[src/rtl/legv8_pkg.sv]
// Shared encodings for the LEGv8 fetch/sequencing datapath: PC-select codes,
// sequencer FSM states and status-bit positions.
package legv8_pkg;

  localparam logic [1:0] PS_HOLD = 2'b00;
  localparam logic [1:0] PS_INC  = 2'b01;
  localparam logic [1:0] PS_LOAD = 2'b10;
  localparam logic [1:0] PS_REL  = 2'b11;

  localparam logic [1:0] ST_IDLE  = 2'd0;
  localparam logic [1:0] ST_FETCH = 2'd1;
  localparam logic [1:0] ST_EXEC  = 2'd2;

  localparam int STAT_V = 3;
  localparam int STAT_C = 2;
  localparam int STAT_N = 1;
  localparam int STAT_Z = 0;

  // Instruction addresses are word aligned; low bits are dropped, never trapped.
  function automatic logic [63:0] word_align(input logic [63:0] addr);
    return {addr[63:2], 2'b00};
  endfunction

endpackage

[src/rtl/pc_next_logic.sv]
// Combinational next-PC selection: hold, increment, absolute load or
// PC-relative branch, always returning a word-aligned address.
module pc_next_logic
  import legv8_pkg::*;
(
  input  logic [63:0] pc,
  input  logic [1:0]  cw_ps,
  input  logic        cw_pcsel,
  input  logic [63:0] cw_k,
  input  logic [63:0] reg_a,
  output logic [63:0] next_pc
);

  logic [63:0] w_in;
  logic [63:0] w_pc_plus4;
  logic [63:0] w_raw;

  assign w_in       = cw_pcsel ? cw_k : reg_a;
  assign w_pc_plus4 = pc + 64'd4;

  // Arithmetic wraps modulo 2^64 by construction of the 64-bit adders.
  always_comb begin
    w_raw = pc;
    case (cw_ps)
      PS_HOLD: w_raw = pc;
      PS_INC:  w_raw = w_pc_plus4;
      PS_LOAD: w_raw = w_in;
      PS_REL:  w_raw = w_pc_plus4 + (w_in << 2);
      default: w_raw = pc;
    endcase
  end

  assign next_pc = word_align(w_raw);

endmodule

[src/rtl/fetch_sequencer.sv]
// Fetch sequencer: owns PC, IR and the registered status flags, runs the
// req/ack instruction fetch and applies the control word's PC/status fields.
module fetch_sequencer
  import legv8_pkg::*;
#(
  parameter logic [63:0] RESET_PC = 64'h0
) (
  input  logic        clock,
  input  logic        reset,
  output logic [63:0] imem_addr,
  output logic        imem_req,
  input  logic        imem_ack,
  input  logic [31:0] imem_rdata,
  output logic [31:0] instruction,
  output logic        instr_valid,
  input  logic [1:0]  cw_ps,
  input  logic        cw_pcsel,
  input  logic [63:0] cw_k,
  input  logic        cw_sl,
  input  logic        cw_ns,
  input  logic [63:0] reg_a,
  input  logic [3:0]  alu_status,
  input  logic        stall,
  output logic [4:0]  status,
  output logic [63:0] pc,
  output logic [1:0]  fsm_state
);

  // Handshake: imem_req is held high for the whole of FETCH with imem_addr
  // stable; the transfer completes on the rising edge where imem_ack is high.
  logic [1:0]  r_state;
  logic [63:0] r_pc;
  logic [31:0] r_ir;
  logic [3:0]  r_status;
  logic [63:0] w_next_pc;

  pc_next_logic u_pc_next (
    .pc       (r_pc),
    .cw_ps    (cw_ps),
    .cw_pcsel (cw_pcsel),
    .cw_k     (cw_k),
    .reg_a    (reg_a),
    .next_pc  (w_next_pc)
  );

  always_ff @(posedge clock or posedge reset) begin
    if (reset) begin
      r_state  <= ST_IDLE;
      r_pc     <= word_align(RESET_PC);
      r_ir     <= 32'h0;
      r_status <= 4'h0;
    end else begin
      case (r_state)
        ST_IDLE: r_state <= ST_FETCH;
        ST_FETCH: begin
          if (imem_ack) begin
            r_ir    <= imem_rdata;
            r_state <= ST_EXEC;
          end
        end
        ST_EXEC: begin
          // A stall freezes the whole instruction, including any status load.
          if (!stall) begin
            r_pc <= w_next_pc;
            if (cw_sl) r_status <= alu_status;
            if (!cw_ns) r_state <= ST_FETCH;
          end
        end
        default: r_state <= ST_IDLE;
      endcase
    end
  end

  assign imem_req    = (r_state == ST_FETCH);
  assign imem_addr   = r_pc;
  assign instr_valid = (r_state == ST_EXEC);
  assign instruction = r_ir;
  assign status      = {r_status, alu_status[STAT_Z]};
  assign pc          = r_pc;
  assign fsm_state   = r_state;

endmodule

[config.mk]
export PLATFORM = sky130hd
export DESIGN_NAME = fetch_sequencer
export DESIGN_NICKNAME = d
export VERILOG_FILES = /design/src/rtl/legv8_pkg.sv /design/src/rtl/pc_next_logic.sv /design/src/rtl/fetch_sequencer.sv
export SDC_FILE = /design/constraint.sdc
export NUM_CORES = 1
export LEC_CHECK = 0
export CAP_MARGIN = 40
export CORE_MARGIN = 5
export CORE_UTILIZATION = 35
export CTS_BUF_LIST = sky130_fd_sc_hd__clkbuf_8
export DETAILED_ROUTE_END_ITERATION = 16
export PLACE_DENSITY = 0.63
export SYNTH_ARGS = -nofsm -noshare
export SYNTH_HDL_FRONTEND = slang
export SYNTH_HIERARCHICAL = 1
export SYNTH_SLANG_ARGS = --single-unit
[constraint.sdc]
create_clock -name clock -period 13.62 [get_ports clock]
set_input_delay 2.724 -clock clock [delete_from_list [all_inputs] [get_ports clock]]
set_output_delay 2.724 -clock clock [all_outputs]
set_load 0.1 [all_outputs]
Yosys cells after proc, flatten, opt, wreduce, memory -nomap -nowiden
Cells that the tools add are included.

Register bits after elaboration: 100. Bits in latches: 0. Memories: 0. Memory bits (writable): 0. Memory bits (read-only): 0. Logic and storage cells: 28.

Divide/modulo/power cells: 0. Add/sub/neg operators: 2. Bitwise logic cells: 2. Order comparisons: 0. $mul: 0. Shift-type cells: 0. Equal/unequal tests: 8. Mux-type cells: 6. Reductions and logical operators: 6.

Operators by type and width (number): 64-bit case mux with 4 select lines (1); 64-bit by 3-bit adder with 64-bit output (second input constant) (1); 64-bit adder (1); 64-bit 2-to-1 mux (1); 3-bit AND reduction (3); 2-bit equality test (second input constant) (3); 2-bit 2-to-1 mux (3); 2-bit case mux with 3 select lines (1); 2-bit by 1-bit equality test with 1-bit output (second input constant) (2); 2-bit logical NOT (2); 2-bit != test (second input constant) (2); 2-bit by 1-bit != test with 1-bit output (second input constant) (1); 1-bit NOT (2); 2-bit AND reduction (1).

Logic depth before layout (Yosys ltp)
Word-level depth: 3. Gate-level depth with buffers: 23. Gate-level depth less buffers: 22.

Modules after synthesis
Netlist, hierarchy kept.

By module, submodules not included: pc_next_logic (sequential area each 0.0 um^2, instances 1, cells each 1026, area an instance 7782.5 um^2); fetch_sequencer (sequential area each 2552.4 um^2, instances 1, cells each 287, area an instance 4425.5 um^2).

Least setup slack after synthesis
OpenSTA, ideal clock, no wires.

Path type: input to register. Start: input cw_pcsel. End: register r_pc[50] (netlist: imem_addr[50]). Stages on the path: 18. Library setup time: 127 ps. Setup slack: 6717 ps. Arrival: 6776 ps. Path buffers: 3. Path through: clkbuf_1 > clkbuf_1 > buf_1 > mux2_2 > ha_1 > inv_1 > fa_1 > nor2b_4 > o31a_1 > o2111ai_1 > nand3_2 > o22a_4 > a31oi_4 > o21bai_4 > a21oi_4 > xnor2_1 > mux4_2 > mux2_4.

Longest elaborated chain between the ends: 3.

RTL lines: start, declared (line fetch_sequencer.sv:17) `input logic cw_pcsel,`; 64-bit 2-to-1 mux * (line pc_next_logic.sv:18) `assign w_in = cw_pcsel ? cw_k : reg_a;`; 64-bit adder (line pc_next_logic.sv:28) `PS_REL: w_raw = w_pc_plus4 + (w_in << 2);`; 64-bit case mux with 4 select lines * (line pc_next_logic.sv:24) `case (cw_ps)`; net w_next_pc[50] (line fetch_sequencer.sv:35) `logic [63:0] w_next_pc;`; end signal, assigned (line fetch_sequencer.sv:49) `r_pc <= word_align(RESET_PC);`; end signal, assigned (line fetch_sequencer.sv:64) `r_pc <= w_next_pc;`; end, declared (line fetch_sequencer.sv:32) `logic [63:0] r_pc;`.

Mark *: on every way through the listed nets, which the timed path passes. The rest lies on a longest branch. A chain may end at the register's enable or synchronous reset.

Worst setup path in the final report
Start: input alu_status[0]. End: output status[0].

RTL lines: start, declared (line fetch_sequencer.sv:22) `input logic [3:0] alu_status,`; end, declared (line fetch_sequencer.sv:24) `output logic [4:0] status,`.

No word-level cell between the ends.

==> results.toml <==
[synth]
synth-seq-cells = 102
synth_area_leader_cell = "dfrtp_1"
synth_warnings = 6
ys_top_cells_by_area = "dfrtp_1, mux2_2, ha_1, mux4_2, xnor2_1"
synth_top_area_share_pct = 20.91
synth.cell_area_mm2 = 0.01221
syn-mean-instance-area_um2 = 9.298
synthCells = 1313
synth-seq-area-share_pct = 20.91
synth_common_cells = "mux2_2, dfrtp_1, a21oi_1, nand2_1, nor2_1"
synthDistinctLibCells = 93
ys.flop_type = "dfrtp_1"
synth-edff-count = 0
async_reset_ff_share_pct = 100.0
synth.most_common_cell = "mux2_2"

[worst_setup_path]
setup.worst_path.end = "status[0]"
crit_path_max_fanout = 2
required_ns = 10.90
r2r-end = "imem_addr[49]"
worstSetupStartpoint = "alu_status[0]"
r2r_cells = 18
crit_path_start_kind = "input pin"
path_class = "in2out"
cp-end-kind = "output port"
rr_startpoint = "imem_addr[2]"
crit_arrival_ns = 3.97
reg2reg_slack_ns = 7.85

[finish]
multi_input_area_mm2 = 0.008690
nets = 1959
design_area_mm2 = 0.01870
syn_to_final_growth_pct = 53.15
fillers = 2992
drive_gt1_share_pct = 26.19
ff_latch_area_mm2 = 0.002552

[placement]
postPlaceCellArea_mm2 = 0.01848
gp_congestion = 0.9081
portBuffers = 341
preCtsSetupSlack_ns = 6.525
dp_hpwl_um = 35820

[clock_tree]
clock_sinks = 102
cts_inserted_buffers = 9
cts_tree = "done"
cts_hold_buf = 0
clk_pin_slew_ns = 0.14
htreeDepth = 3
cts_max_path_buffers = 2
clockRootBuffer = "clkbuf_8"
insertion_delay_ns = 0.40
cts-resized-gates = 0
post_cts_buffers = 0

[drt]
num_vias = 11810
drtPass1Iterations = 5
ant_nets = 0
drtIter0Drc = 729
routed_via_density = 5.431
routedWlPerCell_um = 20.64
route.detailed.drc = 0
drt-total-wl_um = 44880

[floorplanning]
row_count = 68
core_area_mm2 = 0.03446
ioPinCount = 342
die_w_um = 196.8
dieArea_mm2 = 0.03871
dieHeight_um = 196.8
start_util_pct = 35.43

[grt]
gr-total-overflow = 0
grt_pass1_vias = 12380
grtUsageTotal_pct = 22.26
grt_max_degree = 57
grt_pass1_wl_um = 69420
antenna_found_initial = 1

[timing]
finClkSkew_ns = 0.01868
rsz0062_at_grt = "no"
max_slew.worst_pin.slew_ns = 0.7484
slew_headroom_pct = 50.11
period_minus_slack_ns = 6.697
finalSetupViolCount = 0
setup-tns-final_ns = 0
max_freq_mhz = 149.3
post-route-period-util_pct = 49.17
slew_violations = 0
worst_slack_ns = 6.923
hold_viol_final = 0

[worst_hold_path]
min_path_type = "reg2reg"

[outcome]
status = "completed"

[run]
maxCapViolCount = 0
==> state kept, by name, summed over array words and instances (netlist names) <==
name and flops:
r_status 4, fsm_state 2, imem_addr 64, instruction 32
==> final cells by class <==
class                      count  share of cell area, %
tap                          455                  3.045
clock buffer                   9                 0.6625
sequential                   102                  13.65
antenna                        1                0.01338
inverter                      23                 0.4751
timing repair buffer         523                  35.21
clock inverter                 7                 0.4618
multi-input combinational   1054                  46.48
==> worst max-delay path, cell delays in order <==
cell	delay, ns
clkdlybuf4s50_1	0.49
clkdlybuf4s50_1	0.54
buf_8	0.21
==> through the flow <==
stage	hold WS (ns)	util (%)	std cells
2_1_floorplan	1.092	-	1314
3_3_place_gp	0.4873	44.56	1982
3_5_place_dp	0.4918	53.64	2157
4_1_cts	0.5230	54.25	2173
5_1_grt	0.5329	54.26	2174
6_report	0.5215	54.26	2174
==> layout by cell type, fill, tap and decap left out, types with 5 or more instances in the layout <==
| cell type | count |
|---|---|
| clkdlybuf4s50_1 | 338 |
| mux2_2 | 150 |
| buf_8 | 132 |
| dfrtp_1 | 102 |
| nand2_1 | 92 |
| a21oi_1 | 92 |
| nor2_1 | 82 |
| ha_1 | 72 |
| xnor2_1 | 69 |
| xor2_1 | 46 |
| a21o_1 | 41 |
| buf_16 | 40 |
| o21ai_0 | 39 |
| mux4_2 | 38 |
| nand3_1 | 33 |
| nand4_1 | 28 |
| inv_1 | 22 |
| and3_1 | 21 |
| nor3_1 | 21 |
| mux2i_1 | 15 |
| o31a_1 | 15 |
| o21bai_1 | 14 |
| mux2_4 | 10 |
| and2_1 | 10 |
| o21a_1 | 10 |
| clkbuf_8 | 9 |
| buf_4 | 9 |
| o21ai_1 | 9 |
| nor2b_1 | 8 |
| a31oi_1 | 8 |
| and4_1 | 6 |
| nor2_2 | 6 |
| nor4_1 | 6 |
| nor3b_1 | 6 |
| a221oi_1 | 6 |
| a211oi_1 | 5 |
| or3_1 | 5 |
| o221ai_1 | 5 |
==> cell families (layout without fill, tap and decap cells) <==
group	after synthesis	after routing	synth area share, %
adder cells (fa/ha/maj)	73	73	7.543
AO/OA/AOI/OAI	297	297	16.84
buffers and inverters	158	562	7.994
flip-flops	102	102	20.91
multiplexers	213	213	23.31
other	1	3	0.03072
XOR/XNOR	115	115	8.251
AND/OR/NAND/NOR	354	354	15.13
==> how the worst min path moves through the flow <==
stage	start	end	slack, ns	depth (start not counted)
CTS	instruction[28]	instruction[28]	0.52	1
floorplan	fsm_state[0]	fsm_state[1]	1.09	1
global route	r_status[1]	r_status[1]	0.53	1
finish	instruction[21]	instruction[21]	0.52	1
global placement	instruction[25]	instruction[25]	0.49	1
detailed placement	instruction[28]	instruction[28]	0.49	1
==> metal layers <==
layer	part of all wire (%)	up-vias	track usage, %	wire [µm]
li1	-	5601	-	-
met1	41	5736	27.64	18180
met2	52	414	40.96	23550
met3	5.4	56	3.026	2404
met4	1.7	0	5.059	746
met5	0	-	0	0
Power is not shown: default switching activity piles up to over one toggle a cycle in this logic, so the estimate is an artifact.
